==> config.mk <==
export PLATFORM = sky130hd
export DESIGN_NAME = perf_counter_bank
export DESIGN_NICKNAME = d
export VERILOG_FILES = /design/src/rtl/perf_counter_bank.sv
export SDC_FILE = /design/constraint.sdc
export NUM_CORES = 1
export LEC_CHECK = 0
export ABC_AREA = 1
export CORE_UTILIZATION = 40
export DETAILED_ROUTE_END_ITERATION = 7
export DONT_BUFFER_PORTS = 1
export PLACE_DENSITY = 0.57
export SLEW_MARGIN = 20
export SYNTH_ARGS = -nofsm -noshare
export SYNTH_HDL_FRONTEND = slang
export SYNTH_SLANG_ARGS = --single-unit
==> constraint.sdc <==
create_clock -name clk -period 2.3 [get_ports clk]
set_input_delay 0.115 -clock clk [delete_from_list [all_inputs] [get_ports clk]]
set_output_delay 0.115 -clock clk [all_outputs]
set_load 0.01 [all_outputs]
==> src/rtl/perf_counter_bank.sv <==
// Memory-mapped bank of NUM_CH event counters beside the MEM stage: per-channel enable,
// wrap/saturate overflow with sticky flags, and a freeze snapshot for coherent reads.
module perf_counter_bank #(
  parameter int          NUM_CH    = 8,
  parameter int          CNT_WIDTH = 16,
  parameter logic [15:0] BASE_ADDR = 16'hFFC0,
  parameter bit          SATURATE  = 1'b0
) (
  input  logic              clk,
  input  logic              rst_n,
  input  logic [NUM_CH-1:0] event_inc,
  input  logic [15:0]       mem_addr,
  input  logic              mem_read,
  input  logic              mem_write,
  input  logic [15:0]       mem_wdata,
  output logic              hit,
  output logic [15:0]       rdata,
  output logic              ovf_any
);

  if (NUM_CH < 1 || NUM_CH > 16 || CNT_WIDTH < 1 || CNT_WIDTH > 16 || BASE_ADDR[0]) begin : g_param_err
    $error("perf_counter_bank: NUM_CH/CNT_WIDTH must be 1..16 and BASE_ADDR even");
  end

  localparam logic [15:0]          LAST_OFF = 16'(2 * NUM_CH + 5);
  localparam logic [14:0]          REG_CTRL = 15'(NUM_CH);
  localparam logic [14:0]          REG_EN   = 15'(NUM_CH + 1);
  localparam logic [14:0]          REG_OVF  = 15'(NUM_CH + 2);
  localparam logic [CNT_WIDTH-1:0] CNT_MAX  = '1;
  localparam logic [CNT_WIDTH-1:0] CNT_ONE  = CNT_WIDTH'(1);

  logic [15:0]          off;
  logic [14:0]          reg_idx;
  logic                 in_win;
  logic                 wr;

  logic [CNT_WIDTH-1:0] cnt_q  [NUM_CH];
  logic [CNT_WIDTH-1:0] cnt_d  [NUM_CH];
  logic [CNT_WIDTH-1:0] snap_q [NUM_CH];
  logic [NUM_CH-1:0]    ovf_q, ovf_d;
  logic [NUM_CH-1:0]    en_q, en_d;
  logic                 freeze_q, freeze_d;
  logic                 gen_q, gen_d;
  logic                 snap_take;
  logic [CNT_WIDTH-1:0] cnt_rd;

  // Offset arithmetic wraps modulo 2^16, so addresses below the base land far out of range.
  assign off     = mem_addr - BASE_ADDR;
  assign reg_idx = off[15:1];
  assign in_win  = (off <= LAST_OFF);
  assign hit     = (mem_read | mem_write) & in_win;
  assign wr      = mem_write & in_win;
  assign ovf_any = |ovf_q;

  always_comb begin
    cnt_d     = cnt_q;
    ovf_d     = ovf_q;
    en_d      = en_q;
    freeze_d  = freeze_q;
    gen_d     = gen_q;
    snap_take = 1'b0;
    if (wr) begin
      case (reg_idx)
        REG_CTRL: begin
          freeze_d  = mem_wdata[0];
          gen_d     = mem_wdata[1];
          snap_take = mem_wdata[0] & ~freeze_q;
        end
        REG_EN:  en_d  = mem_wdata[NUM_CH-1:0];
        REG_OVF: ovf_d = ovf_q & ~mem_wdata[NUM_CH-1:0];
        default: ;
      endcase
    end
    // Overflow sets are applied after the W1C clear so a same-cycle set survives.
    for (int i = 0; i < NUM_CH; i++) begin
      if (wr && reg_idx == 15'(i)) begin
        cnt_d[i] = mem_wdata[CNT_WIDTH-1:0];
      end else if (gen_q && en_q[i] && event_inc[i]) begin
        if (cnt_q[i] == CNT_MAX) begin
          ovf_d[i] = 1'b1;
          cnt_d[i] = SATURATE ? CNT_MAX : '0;
        end else begin
          cnt_d[i] = cnt_q[i] + CNT_ONE;
        end
      end
    end
  end

  always_comb begin
    cnt_rd = '0;
    for (int i = 0; i < NUM_CH; i++) begin
      if (reg_idx == 15'(i)) cnt_rd = freeze_q ? snap_q[i] : cnt_q[i];
    end
    rdata = '0;
    if (hit) begin
      if (reg_idx < REG_CTRL)      rdata = 16'(cnt_rd);
      else if (reg_idx == REG_CTRL) rdata = {14'd0, gen_q, freeze_q};
      else if (reg_idx == REG_EN)   rdata = 16'(en_q);
      else                          rdata = 16'(ovf_q);
    end
  end

  always_ff @(posedge clk or negedge rst_n) begin
    if (!rst_n) begin
      for (int i = 0; i < NUM_CH; i++) begin
        cnt_q[i]  <= '0;
        snap_q[i] <= '0;
      end
      ovf_q    <= '0;
      en_q     <= '1;
      freeze_q <= 1'b0;
      gen_q    <= 1'b1;
    end else begin
      for (int i = 0; i < NUM_CH; i++) begin
        cnt_q[i] <= cnt_d[i];
        if (snap_take) snap_q[i] <= cnt_q[i];
      end
      ovf_q    <= ovf_d;
      en_q     <= en_d;
      freeze_q <= freeze_d;
      gen_q    <= gen_d;
    end
  end

endmodule

==> impl_results.html <==
<table>
<tr><th>Metric</th><th>Value</th></tr>
<tr><th colspan="2">Outcome</th></tr>
<tr><td>Status</td><td>complete, but fails checks</td></tr>
<tr><td>Violated checks</td><td>negative hold slack, negative setup slack</td></tr>
<tr><th colspan="2">Clock tree</th></tr>
<tr><td>Count of hold buffers inserted by post-cts repair</td><td>22</td></tr>
<tr><td>Clock tree from TritonCTS</td><td>yes</td></tr>
<tr><td>Root buffer selected by CTS</td><td>sky130_fd_sc_hd__clkbuf_16</td></tr>
<tr><td>Num Clock Sinks</td><td>274</td></tr>
<tr><td>Num CTS Buffers</td><td>34</td></tr>
<tr><td>Worst skew pair latency</td><td>570 ps</td></tr>
<tr><td>Buffers from clock root to sink, at most</td><td>3</td></tr>
<tr><td>Clock transition at path regs</td><td>70 ps</td></tr>
<tr><td>Htree depth</td><td>2</td></tr>
<tr><th colspan="2">Critical path</th></tr>
<tr><td>Worst EP arrival</td><td>2650 ps</td></tr>
<tr><td>Worst-path maximum fanout</td><td>9</td></tr>
<tr><td>Critical Path Start Type</td><td>flip-flop</td></tr>
<tr><td>Category of the critical setup timing path</td><td>reg2out</td></tr>
<tr><td>Kind of capture point of the worst setup path</td><td>output pin</td></tr>
<tr><td>Required time reported for the critical path endpoint</td><td>2180 ps</td></tr>
<tr><th colspan="2">STA</th></tr>
<tr><td>RSZ-0062 raised after global routing</td><td>true</td></tr>
<tr><td>Max_slew headroom</td><td>0.247</td></tr>
<tr><td>Final critical delay including setup and external delays</td><td>2760 ps</td></tr>
<tr><td>Post-route fraction of the period consumed by the critical path</td><td>1.20</td></tr>
<tr><td>Total negative slack</td><td>-5430 ps</td></tr>
<tr><td>Number of endpoints with negative hold slack in the final report</td><td>274</td></tr>
<tr><td>Clock skew</td><td>31.6 ps</td></tr>
<tr><td>Count of pins over their slew limit</td><td>0</td></tr>
<tr><td>Maximum clock rate</td><td>0.362 GHz</td></tr>
<tr><td>Tightest hold margin</td><td>-705 ps</td></tr>
<tr><td>Final WS setup</td><td>-461 ps</td></tr>
<tr><td>Setup violations, final</td><td>16</td></tr>
<tr><td>Transition time at the pin with the least slew margin</td><td>1130 ps</td></tr>
<tr><th colspan="2">Detailed routing</th></tr>
<tr><td>Average routed wire per standard cell</td><td>21.6 microns</td></tr>
<tr><td>Via total after detailed routing</td><td>17,300</td></tr>
<tr><td>Total routed wirelength</td><td>66,200 microns</td></tr>
<tr><td>Detailed-routing iteration count for the pre-antenna-repair pass</td><td>8</td></tr>
<tr><td>Count of routing violations after the opening detailed-route iteration</td><td>1,714</td></tr>
<tr><td>Vias per std cell</td><td>5.64</td></tr>
<tr><td>Post-detailed-route count of antenna-violating nets</td><td>0</td></tr>
<tr><td>Drc violations</td><td>0</td></tr>
<tr><th colspan="2">Logic synthesis</th></tr>
<tr><td>Leading register cell type out of synthesis</td><td>sky130_fd_sc_hd__dfrtp_1</td></tr>
<tr><td>Simple-gate share of the synthesized area</td><td>0.281</td></tr>
<tr><td>Synthesized-area fraction occupied by ao, oa, aoi and oai cells</td><td>0.160</td></tr>
<tr><td>Number of enable flip-flop cells after synthesis</td><td>0</td></tr>
<tr><td>Total of flip-flops plus latches after synthesis</td><td>274</td></tr>
<tr><td>Warnings from Yosys</td><td>0</td></tr>
<tr><td>Post-Syn Area</td><td>17,100 sq um</td></tr>
<tr><td>Main combinational cell family by area after synthesis</td><td>simple AND/OR/NAND/NOR gates</td></tr>
<tr><td>Synth Area in Adders</td><td>0.00657</td></tr>
<tr><td>Async S/R FF share, synth</td><td>1.00</td></tr>
<tr><td>Post-synthesis share of cell area spent on xor and xnor gates</td><td>0.0240</td></tr>
<tr><td>Synth Area per Inst</td><td>7.45 sq um</td></tr>
<tr><td>Distinct cell type count of the synthesized netlist</td><td>48</td></tr>
<tr><td>Part of the Yosys area used for sequential elements</td><td>0.401</td></tr>
<tr><td>Syn_nets</td><td>2,356</td></tr>
<tr><td>Proportion of synthesized area in mux cells</td><td>0.0403</td></tr>
<tr><td>Number of cells produced by synthesis</td><td>2,303</td></tr>
<tr><th colspan="2">Placement</th></tr>
<tr><td>Placement Cell Area</td><td>19,000 sq um</td></tr>
<tr><td>Cell total after placement</td><td>2,945</td></tr>
<tr><td>Total half-perimeter wirelength after legalization and detailed placement</td><td>45,700 microns</td></tr>
<tr><td>Number of I/O port buffers</td><td>0</td></tr>
<tr><td>Weighted congestion reported at the end of routability-driven placement</td><td>1.04</td></tr>
<tr><th colspan="2">Power and ir drop</th></tr>
<tr><td>Sw power</td><td>2440 uW</td></tr>
<tr><td>Fraction of power spent switching nets</td><td>0.231</td></tr>
<tr><td>Fraction of power consumed by the clock network</td><td>0.519</td></tr>
<tr><td>Part of the power in registers</td><td>0.458</td></tr>
<tr><td>Leak Pwr</td><td>0.00967 uW</td></tr>
<tr><td>Pint</td><td>8100 uW</td></tr>
<tr><td>Cell area power density</td><td>491 nW/um^2</td></tr>
<tr><td>PnR Total Power</td><td>10,500 uW</td></tr>
<tr><td>Logic pwr share</td><td>0.023</td></tr>
<tr><td>Largest voltage drop on the vdd net</td><td>0.455 mV</td></tr>
<tr><th colspan="2">Die</th></tr>
<tr><td>Placeable Area</td><td>42,100 sq um</td></tr>
<tr><td>Area of the die</td><td>43,700 sq um</td></tr>
<tr><td>Chip Height</td><td>209 microns</td></tr>
<tr><td>Initial standard-cell utilization of the core</td><td>0.407</td></tr>
<tr><td>Num ports</td><td>62</td></tr>
<tr><td>Overall die width</td><td>209 microns</td></tr>
<tr><td>Core Rows</td><td>75</td></tr>
<tr><th colspan="2">Layout</th></tr>
<tr><td>Area growth from synthesis to final layout</td><td>25.1%</td></tr>
<tr><td>Most frequent standard cell in the layout excluding fill and tap cells</td><td>sky130_fd_sc_hd__nand2_1</td></tr>
<tr><td>Number of nets in the finished design</td><td>2,549</td></tr>
<tr><td>Multi-input logic area</td><td>9510 sq um</td></tr>
<tr><td>Share of final-layout standard cells stronger than drive strength 1</td><td>0.226</td></tr>
<tr><td>Final Instance Area</td><td>21,500 sq um</td></tr>
<tr><td>Leading cell types in the layout, fill and taps excluded</td><td>sky130_fd_sc_hd__nand2_1 (570), sky130_fd_sc_hd__dfrtp_1 (263), sky130_fd_sc_hd__inv_1 (231), sky130_fd_sc_hd__buf_4 (199), sky130_fd_sc_hd__nand3_1 (197)</td></tr>
<tr><td>Filler Cells Inserted</td><td>4,070</td></tr>
<tr><td>FF+latch area</td><td>6870 sq um</td></tr>
<tr><td>Layout Utilization</td><td>0.509</td></tr>
<tr><td>Filler-free cell count of the finished design</td><td>3,067</td></tr>
<tr><th colspan="2">Global routing</th></tr>
<tr><td>GRT Util Overall</td><td>0.296</td></tr>
<tr><td>Initial antenna violation count</td><td>5</td></tr>
<tr><td>Vias in the first global route</td><td>16,000</td></tr>
<tr><td>GRT overflow</td><td>0</td></tr>
<tr><td>Global-route wire length before repair</td><td>97,600 microns</td></tr>
<tr><td>Pin count of the biggest net entering global routing</td><td>275</td></tr>
<tr><th colspan="2">Run</th></tr>
<tr><td>Count of max-cap constraint violations</td><td>0</td></tr>
<tr><th colspan="2">Min path</th></tr>
<tr><td>Tightest Hold Check Type</td><td>in2async</td></tr>
</table>
[cell families (layout without fill, tap and decap cells)]
kind of cell,after synthesis,after routing
buffers and inverters,351,567
other,0,7
DFF,274,274
AOI/OAI and AO/OA,475,475
adders and majority gates,9,9
xor gates and xnor gates,47,47
and+or+nand+nor,1083,1085
muxes,64,64
[metrics by stage]
step,setup slack [ps],hold WS (ps)
after floorplan,254,-181
after global placement,-123,-150
after detailed placement,-148,-153
after CTS,-421,-757
after global routing,-514,-723
final,-461,-705
[cell usage after synthesis, types with 14 or more instances]
master / count / area share
sky130_fd_sc_hd__o21ai_1: 87 / 0.025
sky130_fd_sc_hd__o211ai_1: 48 / 0.021
sky130_fd_sc_hd__xor2_1: 44 / 0.022
sky130_fd_sc_hd__o221ai_1: 20 / 0.010
sky130_fd_sc_hd__mux2i_1: 24 / 0.014
sky130_fd_sc_hd__mux2_2: 40 / 0.026
sky130_fd_sc_hd__buf_6: 14 / 0.0092
sky130_fd_sc_hd__nand3_1: 228 / 0.067
sky130_fd_sc_hd__nand4_1: 37 / 0.013
sky130_fd_sc_hd__inv_1: 237 / 0.052
sky130_fd_sc_hd__nand2_1: 596 / 0.13
sky130_fd_sc_hd__nor3_1: 44 / 0.013
sky130_fd_sc_hd__buf_2: 26 / 0.0076
sky130_fd_sc_hd__o21ai_0: 140 / 0.041
sky130_fd_sc_hd__clkbuf_1: 35 / 0.0077
sky130_fd_sc_hd__nor2_1: 99 / 0.022
sky130_fd_sc_hd__o21ai_2: 27 / 0.014
sky130_fd_sc_hd__nor4_1: 27 / 0.0099
sky130_fd_sc_hd__a21oi_1: 120 / 0.035
sky130_fd_sc_hd__dfrtp_1: 265 / 0.39
[power by group through the flow]
| stage | sequential, uW | combinational (uW) | clock, uW |
|---|---|---|---|
| after floorplan | 4910 | 63.3 | 0 |
| after global placement | 4910 | 132 | 0 |
| after detailed placement | 4910 | 133 | 0 |
| after CTS | 4820 | 234 | 5570 |
| after global routing | 4820 | 240 | 5740 |
| final | 4820 | 243 | 5470 |
[final cells by class]
class	instances	area share
Multi-Input combinational cell	1680	0.443
Sequential cell	274	0.320
Timing Repair Buffer	252	0.108
Clock buffer	49	0.0460
Inverter	254	0.0446
Tap cell	539	0.0314
Clock inverter	12	0.00601
Antenna cell	7	0.000817
[flip-flops by register name, summed over array words and instances (netlist names)]
signal / cells
en_q: 8
snap_q: 128
freeze_q: 1
gen_q: 1
cnt_q: 128
ovf_q: 8
[layer usage]
metal | GRT usage | wire length [microns]
met4 | 0.141 | 3110
met1 | 0.406 | 28200
met5 | 0 | 16
met3 | 0.0568 | 5530
met2 | 0.449 | 29400
[worst max-delay path, cell delays in order (launching register included)]
cell                        delay (ps)
sky130_fd_sc_hd__dfrtp_4           560
sky130_fd_sc_hd__buf_12            190
sky130_fd_sc_hd__buf_16            140
sky130_fd_sc_hd__mux2i_2           160
sky130_fd_sc_hd__o2111ai_2         230
sky130_fd_sc_hd__nand2_2           130
sky130_fd_sc_hd__nand2_1            90
sky130_fd_sc_hd__nand2_1            70
sky130_fd_sc_hd__nand2_1            70
sky130_fd_sc_hd__nand2_1            70
sky130_fd_sc_hd__a21oi_2           200
sky130_fd_sc_hd__buf_4             150
[what timing repair did]
action,4_1_cts,5_1_grt
cloned,2,6
hold endpoints to repair,370,274
pin swaps,5,39
gates resized for setup,32,172
endpoints found under the setup margin,31,100
buffers inserted,0,24
[path summary, 6_finish.rpt]
check	startpoint	endpoint	slack, ps	cells past startpoint
max in group asynchronous	rst_n	freeze_q	2250	0
hold / removal	rst_n	cnt_q[56]	-700	0
setup reg to reg	cnt_q[16]	cnt_q[17]	70	13
hold reg to reg	snap_q[35]	snap_q[35]	470	2
min in group clk	event_inc[0]	cnt_q[116]	10	4
setup / recovery	freeze_q	rdata[2]	-460	11
Power figures use the tool's default switching activity.
